## config.mk

```make
export PLATFORM = sky130hd
export DESIGN_NAME = mem_arbiter_flat
export DESIGN_NICKNAME = d
export VERILOG_FILES = /design/src/rtl/mem_arbiter_if.sv /design/src/rtl/mem_arbiter.sv /design/src/flat_wrapper.sv
export SDC_FILE = /design/constraint.sdc
export NUM_CORES = 1
export LEC_CHECK = 0
export CORE_AREA = 2 2 161 163
export CTS_CLUSTER_SIZE = 24
export DETAILED_ROUTE_END_ITERATION = 7
export DIE_AREA = 0 0 163 165
export PLACE_DENSITY = 0.61
export SYNTH_ARGS = -nofsm -noshare
export SYNTH_HDL_FRONTEND = slang
export SYNTH_SLANG_ARGS = --single-unit
export TNS_END_PERCENT = 20
```

## constraint.sdc

```tcl
create_clock -name clk -period 1.8 [get_ports clk]
set_clock_uncertainty 0.1 [all_clocks]
set_input_delay 0.36 -clock clk [delete_from_list [all_inputs] [get_ports clk]]
set_output_delay 0.36 -clock clk [all_outputs]
set_load 0.03 [all_outputs]
```

## src/rtl/mem_arbiter_if.sv

```systemverilog
// Signal bundle for mem_arbiter: three requesting masters, the shared memory port and the ctrl hold line.
// The slave modport is the arbiter's view; the master modport is the core/SoC side around it.
interface mem_arbiter_if #(
    parameter int unsigned ADDR_W = 32,
    parameter int unsigned DATA_W = 32
);
    localparam int unsigned BE_W = DATA_W / 8;

    logic              md_req_i,    mf_req_i,    mx_req_i;
    logic              md_we_i,     mf_we_i,     mx_we_i;
    logic [ADDR_W-1:0] md_addr_i,   mf_addr_i,   mx_addr_i;
    logic [DATA_W-1:0] md_wdata_i,  mf_wdata_i,  mx_wdata_i;
    logic [BE_W-1:0]   md_be_i,     mf_be_i,     mx_be_i;
    logic              md_gnt_o,    mf_gnt_o,    mx_gnt_o;
    logic              md_rvalid_o, mf_rvalid_o, mx_rvalid_o;
    logic [DATA_W-1:0] md_rdata_o,  mf_rdata_o,  mx_rdata_o;

    logic              s_req_o;
    logic              s_we_o;
    logic [ADDR_W-1:0] s_addr_o;
    logic [DATA_W-1:0] s_wdata_o;
    logic [BE_W-1:0]   s_be_o;
    logic              s_gnt_i;
    logic              s_rvalid_i;
    logic [DATA_W-1:0] s_rdata_i;

    logic              hold_req_o;

    modport slave (
        input  md_req_i, mf_req_i, mx_req_i,
        input  md_we_i, mf_we_i, mx_we_i,
        input  md_addr_i, mf_addr_i, mx_addr_i,
        input  md_wdata_i, mf_wdata_i, mx_wdata_i,
        input  md_be_i, mf_be_i, mx_be_i,
        output md_gnt_o, mf_gnt_o, mx_gnt_o,
        output md_rvalid_o, mf_rvalid_o, mx_rvalid_o,
        output md_rdata_o, mf_rdata_o, mx_rdata_o,
        output s_req_o, s_we_o, s_addr_o, s_wdata_o, s_be_o,
        input  s_gnt_i, s_rvalid_i, s_rdata_i,
        output hold_req_o
    );

    modport master (
        output md_req_i, mf_req_i, mx_req_i,
        output md_we_i, mf_we_i, mx_we_i,
        output md_addr_i, mf_addr_i, mx_addr_i,
        output md_wdata_i, mf_wdata_i, mx_wdata_i,
        output md_be_i, mf_be_i, mx_be_i,
        input  md_gnt_o, mf_gnt_o, mx_gnt_o,
        input  md_rvalid_o, mf_rvalid_o, mx_rvalid_o,
        input  md_rdata_o, mf_rdata_o, mx_rdata_o,
        input  s_req_o, s_we_o, s_addr_o, s_wdata_o, s_be_o,
        output s_gnt_i, s_rvalid_i, s_rdata_i,
        input  hold_req_o
    );
endinterface

```

## src/rtl/mem_arbiter.sv

```systemverilog
// Three-master (data/fetch/external) single-slave memory arbiter with one outstanding transaction.
// Define AYA_MEM_ARB_RR_EN for round-robin arbitration; otherwise fixed priority d > f > x.
module mem_arbiter #(
    parameter int unsigned ADDR_W = 32,
    parameter int unsigned DATA_W = 32
) (
    input  logic         clk,
    input  logic         rst_n,
    mem_arbiter_if.slave bus
);
    localparam int unsigned BE_W = DATA_W / 8;

    typedef enum logic [1:0] {IDLE, REQ, WAIT_R} state_t;
    typedef enum logic [1:0] {OWN_D, OWN_F, OWN_X} owner_t;

    state_t            state, state_nxt;
    owner_t            owner, winner;
    logic [2:0]        reqs;
    logic              any_req;
    logic              take;
    logic              gnt_hit, rv_hit;
    logic              md_gnt;

    logic              win_we;
    logic [ADDR_W-1:0] win_addr;
    logic [DATA_W-1:0] win_wdata;
    logic [BE_W-1:0]   win_be;

    logic              s_req, s_we;
    logic [ADDR_W-1:0] s_addr;
    logic [DATA_W-1:0] s_wdata;
    logic [BE_W-1:0]   s_be;

    assign reqs    = {bus.mx_req_i, bus.mf_req_i, bus.md_req_i};
    assign any_req = |reqs;
    assign take    = (state == IDLE) && any_req;

`ifdef AYA_MEM_ARB_RR_EN
    owner_t last;

    // The previous winner drops to lowest priority; rotation d -> f -> x -> d.
    always_comb begin
        winner = OWN_D;
        case (last)
            OWN_D:   winner = reqs[1] ? OWN_F : (reqs[2] ? OWN_X : OWN_D);
            OWN_F:   winner = reqs[2] ? OWN_X : (reqs[0] ? OWN_D : OWN_F);
            default: winner = reqs[0] ? OWN_D : (reqs[1] ? OWN_F : OWN_X);
        endcase
    end

    always_ff @(posedge clk or negedge rst_n) begin
        if (!rst_n)    last <= OWN_X;
        else if (take) last <= winner;
    end
`else
    always_comb begin
        winner = OWN_X;
        if (reqs[0])      winner = OWN_D;
        else if (reqs[1]) winner = OWN_F;
    end
`endif

    always_comb begin
        win_we    = bus.md_we_i;
        win_addr  = bus.md_addr_i;
        win_wdata = bus.md_wdata_i;
        win_be    = bus.md_be_i;
        case (winner)
            OWN_F: begin
                win_we    = bus.mf_we_i;
                win_addr  = bus.mf_addr_i;
                win_wdata = bus.mf_wdata_i;
                win_be    = bus.mf_be_i;
            end
            OWN_X: begin
                win_we    = bus.mx_we_i;
                win_addr  = bus.mx_addr_i;
                win_wdata = bus.mx_wdata_i;
                win_be    = bus.mx_be_i;
            end
            default: ;
        endcase
    end

    always_ff @(posedge clk or negedge rst_n) begin
        if (!rst_n) state <= IDLE;
        else        state <= state_nxt;
    end

    // s_gnt_i only matters in REQ and s_rvalid_i only in WAIT_R; elsewhere both are ignored.
    always_comb begin
        state_nxt = state;
        gnt_hit   = 1'b0;
        rv_hit    = 1'b0;
        case (state)
            IDLE:   if (any_req) state_nxt = REQ;
            REQ:    if (bus.s_gnt_i) begin
                        gnt_hit   = 1'b1;
                        state_nxt = s_we ? IDLE : WAIT_R;
                    end
            WAIT_R: if (bus.s_rvalid_i) begin
                        rv_hit    = 1'b1;
                        state_nxt = IDLE;
                    end
            default: state_nxt = IDLE;
        endcase
    end

    always_ff @(posedge clk or negedge rst_n) begin
        if (!rst_n) begin
            owner   <= OWN_D;
            s_req   <= 1'b0;
            s_we    <= 1'b0;
            s_addr  <= '0;
            s_wdata <= '0;
            s_be    <= '0;
        end else begin
            s_req <= (state_nxt == REQ);
            if (take) begin
                owner   <= winner;
                s_we    <= win_we;
                s_addr  <= win_addr;
                s_wdata <= win_wdata;
                s_be    <= win_be;
            end
        end
    end

    assign md_gnt          = gnt_hit && (owner == OWN_D);
    assign bus.md_gnt_o    = md_gnt;
    assign bus.mf_gnt_o    = gnt_hit && (owner == OWN_F);
    assign bus.mx_gnt_o    = gnt_hit && (owner == OWN_X);
    assign bus.md_rvalid_o = rv_hit && (owner == OWN_D);
    assign bus.mf_rvalid_o = rv_hit && (owner == OWN_F);
    assign bus.mx_rvalid_o = rv_hit && (owner == OWN_X);
    assign bus.md_rdata_o  = bus.s_rdata_i;
    assign bus.mf_rdata_o  = bus.s_rdata_i;
    assign bus.mx_rdata_o  = bus.s_rdata_i;

    assign bus.s_req_o   = s_req;
    assign bus.s_we_o    = s_we;
    assign bus.s_addr_o  = s_addr;
    assign bus.s_wdata_o = s_wdata;
    assign bus.s_be_o    = s_be;

    assign bus.hold_req_o = (bus.md_req_i && !md_gnt) ||
                            ((state == WAIT_R) && (owner == OWN_D) && !bus.s_rvalid_i);
endmodule
```

## src/flat_wrapper.sv

```systemverilog
// flat-port wrapper written by rule: the top's interface ports become plain ports
module mem_arbiter_flat 
#(
    parameter int unsigned ADDR_W = 32,
    parameter int unsigned DATA_W = 32
)
  (clk, rst_n, bus_md_req_i, bus_mf_req_i, bus_mx_req_i, bus_md_we_i, bus_mf_we_i, bus_mx_we_i, bus_md_addr_i, bus_mf_addr_i, bus_mx_addr_i, bus_md_wdata_i, bus_mf_wdata_i, bus_mx_wdata_i, bus_md_be_i, bus_mf_be_i, bus_mx_be_i, bus_md_gnt_o, bus_mf_gnt_o, bus_mx_gnt_o, bus_md_rvalid_o, bus_mf_rvalid_o, bus_mx_rvalid_o, bus_md_rdata_o, bus_mf_rdata_o, bus_mx_rdata_o, bus_s_req_o, bus_s_we_o, bus_s_addr_o, bus_s_wdata_o, bus_s_be_o, bus_s_gnt_i, bus_s_rvalid_i, bus_s_rdata_i, bus_hold_req_o);
  mem_arbiter_if #(.ADDR_W(ADDR_W), .DATA_W(DATA_W)) bus_i ();
  input  logic clk;
  input  logic rst_n;
  input wire logic [$bits(bus_i.md_req_i)-1:0] bus_md_req_i;
  input wire logic [$bits(bus_i.mf_req_i)-1:0] bus_mf_req_i;
  input wire logic [$bits(bus_i.mx_req_i)-1:0] bus_mx_req_i;
  input wire logic [$bits(bus_i.md_we_i)-1:0] bus_md_we_i;
  input wire logic [$bits(bus_i.mf_we_i)-1:0] bus_mf_we_i;
  input wire logic [$bits(bus_i.mx_we_i)-1:0] bus_mx_we_i;
  input wire logic [$bits(bus_i.md_addr_i)-1:0] bus_md_addr_i;
  input wire logic [$bits(bus_i.mf_addr_i)-1:0] bus_mf_addr_i;
  input wire logic [$bits(bus_i.mx_addr_i)-1:0] bus_mx_addr_i;
  input wire logic [$bits(bus_i.md_wdata_i)-1:0] bus_md_wdata_i;
  input wire logic [$bits(bus_i.mf_wdata_i)-1:0] bus_mf_wdata_i;
  input wire logic [$bits(bus_i.mx_wdata_i)-1:0] bus_mx_wdata_i;
  input wire logic [$bits(bus_i.md_be_i)-1:0] bus_md_be_i;
  input wire logic [$bits(bus_i.mf_be_i)-1:0] bus_mf_be_i;
  input wire logic [$bits(bus_i.mx_be_i)-1:0] bus_mx_be_i;
  output wire logic [$bits(bus_i.md_gnt_o)-1:0] bus_md_gnt_o;
  output wire logic [$bits(bus_i.mf_gnt_o)-1:0] bus_mf_gnt_o;
  output wire logic [$bits(bus_i.mx_gnt_o)-1:0] bus_mx_gnt_o;
  output wire logic [$bits(bus_i.md_rvalid_o)-1:0] bus_md_rvalid_o;
  output wire logic [$bits(bus_i.mf_rvalid_o)-1:0] bus_mf_rvalid_o;
  output wire logic [$bits(bus_i.mx_rvalid_o)-1:0] bus_mx_rvalid_o;
  output wire logic [$bits(bus_i.md_rdata_o)-1:0] bus_md_rdata_o;
  output wire logic [$bits(bus_i.mf_rdata_o)-1:0] bus_mf_rdata_o;
  output wire logic [$bits(bus_i.mx_rdata_o)-1:0] bus_mx_rdata_o;
  output wire logic [$bits(bus_i.s_req_o)-1:0] bus_s_req_o;
  output wire logic [$bits(bus_i.s_we_o)-1:0] bus_s_we_o;
  output wire logic [$bits(bus_i.s_addr_o)-1:0] bus_s_addr_o;
  output wire logic [$bits(bus_i.s_wdata_o)-1:0] bus_s_wdata_o;
  output wire logic [$bits(bus_i.s_be_o)-1:0] bus_s_be_o;
  input wire logic [$bits(bus_i.s_gnt_i)-1:0] bus_s_gnt_i;
  input wire logic [$bits(bus_i.s_rvalid_i)-1:0] bus_s_rvalid_i;
  input wire logic [$bits(bus_i.s_rdata_i)-1:0] bus_s_rdata_i;
  output wire logic [$bits(bus_i.hold_req_o)-1:0] bus_hold_req_o;
  assign bus_i.md_req_i = bus_md_req_i;
  assign bus_i.mf_req_i = bus_mf_req_i;
  assign bus_i.mx_req_i = bus_mx_req_i;
  assign bus_i.md_we_i = bus_md_we_i;
  assign bus_i.mf_we_i = bus_mf_we_i;
  assign bus_i.mx_we_i = bus_mx_we_i;
  assign bus_i.md_addr_i = bus_md_addr_i;
  assign bus_i.mf_addr_i = bus_mf_addr_i;
  assign bus_i.mx_addr_i = bus_mx_addr_i;
  assign bus_i.md_wdata_i = bus_md_wdata_i;
  assign bus_i.mf_wdata_i = bus_mf_wdata_i;
  assign bus_i.mx_wdata_i = bus_mx_wdata_i;
  assign bus_i.md_be_i = bus_md_be_i;
  assign bus_i.mf_be_i = bus_mf_be_i;
  assign bus_i.mx_be_i = bus_mx_be_i;
  assign bus_md_gnt_o = bus_i.md_gnt_o;
  assign bus_mf_gnt_o = bus_i.mf_gnt_o;
  assign bus_mx_gnt_o = bus_i.mx_gnt_o;
  assign bus_md_rvalid_o = bus_i.md_rvalid_o;
  assign bus_mf_rvalid_o = bus_i.mf_rvalid_o;
  assign bus_mx_rvalid_o = bus_i.mx_rvalid_o;
  assign bus_md_rdata_o = bus_i.md_rdata_o;
  assign bus_mf_rdata_o = bus_i.mf_rdata_o;
  assign bus_mx_rdata_o = bus_i.mx_rdata_o;
  assign bus_s_req_o = bus_i.s_req_o;
  assign bus_s_we_o = bus_i.s_we_o;
  assign bus_s_addr_o = bus_i.s_addr_o;
  assign bus_s_wdata_o = bus_i.s_wdata_o;
  assign bus_s_be_o = bus_i.s_be_o;
  assign bus_i.s_gnt_i = bus_s_gnt_i;
  assign bus_i.s_rvalid_i = bus_s_rvalid_i;
  assign bus_i.s_rdata_i = bus_s_rdata_i;
  assign bus_hold_req_o = bus_i.hold_req_o;
  mem_arbiter #(.ADDR_W(ADDR_W), .DATA_W(DATA_W)) u_core (.clk(clk), .rst_n(rst_n), .bus(bus_i));
endmodule
```

==> results.tsv, run 1 <==
stage	metric	value	unit
status	status	finished with violations	
status	violations	negative setup slack	
finish	area_growth	59.40	%
route	drc	0	
floorplanning	fp-row-count	58	
synthesis	synth_nets	762	
route	routed_wirelength	17300	µm
sta	finalHoldViolations	0	
worst_setup_path	cpMostUsedCell	buf_6	
synthesis	avgSynthCellArea	9.944	µm²
grt	antenna_found_initial	0	
cts	cts_max_level	3	
power_and_ir_drop	powerDensity	1298	nW/µm²
worst_setup_path	criticalPathCategory	in2out	
route	via_per_inst	4.259	
synthesis	synth-warning-count	0	
worst_setup_path	worst-endpoint-required	1.34	ns
grt	overflow	0	
floorplanning	die_x	163	µm
power_and_ir_drop	ir_worst_vdd	0.7938	mV
route	first_pass_iters	4	
finish	nNetsFinal	958	
worst_setup_path	crit_arrival	1.43	ns
place	dp_hpwl	13220	µm
place	place_congestion	0.7285	
worst_setup_path	critPathLaunchType	input port	
sta	holdWs	0.3927	ns
flow_run	cap_violations	0	
sta	drv_slew	0	
route	wire_per_inst	16.53	µm
cts	insertion_delay	0.33	ns
finish	n_antenna_cell	0	
floorplanning	die_area	26900	µm²
floorplanning	start_util	20.49	%
cts	cts_tree	built	
sta	slew_headroom	70.67	%
worst_setup_path	worstSetupEndpointType	output pin	
floorplanning	core	25040	µm²
cts	cts_buffer_depth	2	
route	final_antenna_net_count	0	
synthesis	yosysSeqAreaShare	36.09	%
worst_setup_path	slowest_stage	clkdlybuf4s50_1	
cts	path_clk_slew	0.06	ns
finish	layout_common_cells	209 x clkdlybuf4s50_1, 76 x o21ai_1, 71 x dlygate4sd2_1	
synthesis	yosys.cell_types.count	22	
worst_setup_path	crit_chain	clkdlybuf4s50_1 -> nand3b_1 -> buf_6 -> nor2_4 -> buf_6	
worst_setup_path	cp_max_fo	3	
cts	cts_sinks	74	
synthesis	syn_inst	516	
sta	tightest_slew	0.4399	ns
worst_setup_path	cp_slowest_stage_delay	0.50	ns
sta	fmaxAchievable	528.1	MHz
sta	setup_viol	5	
sta	timing.setup.tns	-0.3322	ns
synthesis	syn_area	5131	µm²
sta	worst_slack	-0.09373	ns
place	pre_cts_ws	-0.1762	ns
cts	clock-root-buffer	clkbuf_16	
finish	layout.cells.non_filler	1047	
place	dp_cells	1025	
power_and_ir_drop	p_total	10.61	mW
synthesis	synth.ff_latch_count	74	
grt	grt_max_degree	75	
sta	fin_crit_sh	105.2	%
route	vias	4459	
place	numPortBuffers	290	
grt	grt_usage	12.58	%
grt	grt_pass1_vias	4642	
finish	drive_above_1_share	19.67	%
sta	period_needed	1.894	ns
floorplanning	die_height	165	µm
sta	rsz0062_at_grt	yes	
cts	cts_inserted_buffers	9	
route	drtIter0Drc	154	
floorplanning	io_pins	419	
power_and_ir_drop	p_leak	3.470	nW
finish	final_common_cell	clkdlybuf4s50_1	
hold_path	hold_path_class	reg2reg	
grt	grt_pass1_wl	25710	µm
==> state kept, by name, indices dropped and copies added (netlist names) <==
register,count
u_core.bus.s_addr_o,32
u_core.bus.s_be_o,4
u_core.bus.s_req_o,1
u_core.bus.s_wdata_o,32
u_core.bus.s_we_o,1
u_core.owner,2
u_core.state,2
==> timing repair <==
| action | in CTS | in global routing |
|---|---|---|
| cloned | 0 | 0 |
| gates resized for setup | 83 | 10 |
| buffers inserted | 4 | 1 |
| hold buffers | 1 | 0 |
| endpoints found under the setup margin | 77 | 8 |
| hold endpoints to repair | 74 | 0 |
| pin swaps | 2 | 2 |
==> worst paths after layout <==
kind / start / end / slack (ns) / cells past startpoint
setup / recovery: bus_s_rvalid_i / bus_mf_rvalid_o / -0.09 / 5
hold / removal: u_core.bus.s_addr_o[20]$_DFFE_PN0P_ / u_core.bus.s_addr_o[20]$_DFFE_PN0P_ / 0.39 / 2
setup reg to reg: u_core.state[1]$_DFF_PN0_ / u_core.owner[0]$_DFFE_PN0P_ / 0.13 / 5
hold reg to reg: u_core.bus.s_addr_o[20]$_DFFE_PN0P_ / u_core.bus.s_addr_o[20]$_DFFE_PN0P_ / 0.39 / 2
max in group asynchronous: rst_n / u_core.bus.s_addr_o[31]$_DFFE_PN0P_ / 0.76 / 3
min in group asynchronous: rst_n / u_core.bus.s_req_o$_DFF_PN0_ / 0.48 / 3
==> layer usage <==
layer | vias up | track usage, % | part of all wire [%]
met1 | 2061 | 13.98 | 38
met4 | 0 | 6.074 | 3.7
li1 | 2118 | - | -
met3 | 70 | 4.470 | 9.1
met2 | 210 | 21.46 | 49
met5 | - | 0 | 0
==> cells by family after synthesis <==
kind of cell           Yosys count  synth area share [%]
AO/OA/AOI/OAI                  145                 14.29
flip-flops                      74                 36.09
multiplexers                   138                 28.60
buffers and inverters          136                 18.53
AND/OR/NAND/NOR                 23                 2.487
==> report_power, final <==
| group | internal [mW] | leakage, nW | total, mW | switching, mW |
|---|---|---|---|---|
| Clock | 1.12 | 0.142 | 1.88 | 0.757 |
| Sequential | 2.50 | 0.904 | 2.92 | 0.422 |
| Combinational | 2.26 | 2.42 | 5.81 | 3.56 |
==> worst max-delay path, delay by kind of cell <==
family	cells	cell delay, ns
buffers and inverters	3	0.81
and+or+nand+nor	2	0.26
==> through the flow <==
stage / instance area (µm²) / util [%]
2_1_floorplan: 5137 / -
3_3_place_gp: 7830 / 31.27
3_5_place_dp: 7830 / 31.27
4_1_cts: 8132 / 32.48
5_1_grt: 8179 / 32.67
6_report: 8179 / 32.67
==> cell type report <==
cell class / instances / area (µm²)
fill: 2632 / 16860
clock inverter: 5 / 62.56
timing repair buffer: 321 / 3209
clock buffer: 11 / 242.7
sequential: 74 / 1857
multi-input combinational: 306 / 2395
tap: 330 / 412.9
==> cells in the mapped netlist (all sizes together) <==
| cell | number | area share, % |
|---|---|---|
| a21o | 1 | 0.15 |
| or2 | 1 | 0.12 |
| mux2i | 69 | 13 |
| nor3b | 1 | 0.15 |
| a21oi | 1 | 0.097 |
| nand3b | 1 | 0.15 |
| nand2 | 3 | 0.22 |
| o31ai | 2 | 0.29 |
| o21ai | 141 | 14 |
| dfrtp | 74 | 36 |
| buf | 124 | 18 |
| mux2 | 69 | 15 |
| clkbuf | 12 | 0.95 |
| nor2 | 7 | 0.51 |
| nor3 | 4 | 0.61 |
| nor4 | 2 | 0.24 |
| nand2b | 4 | 0.49 |
(Power assumes the default switching activity.)
==> inputs of run 2 (changes only) <==
- CAP_MARGIN: unset -> 20
==> results of run 2 <==
Final layout, timing and power as in run 1 (identical DEF).
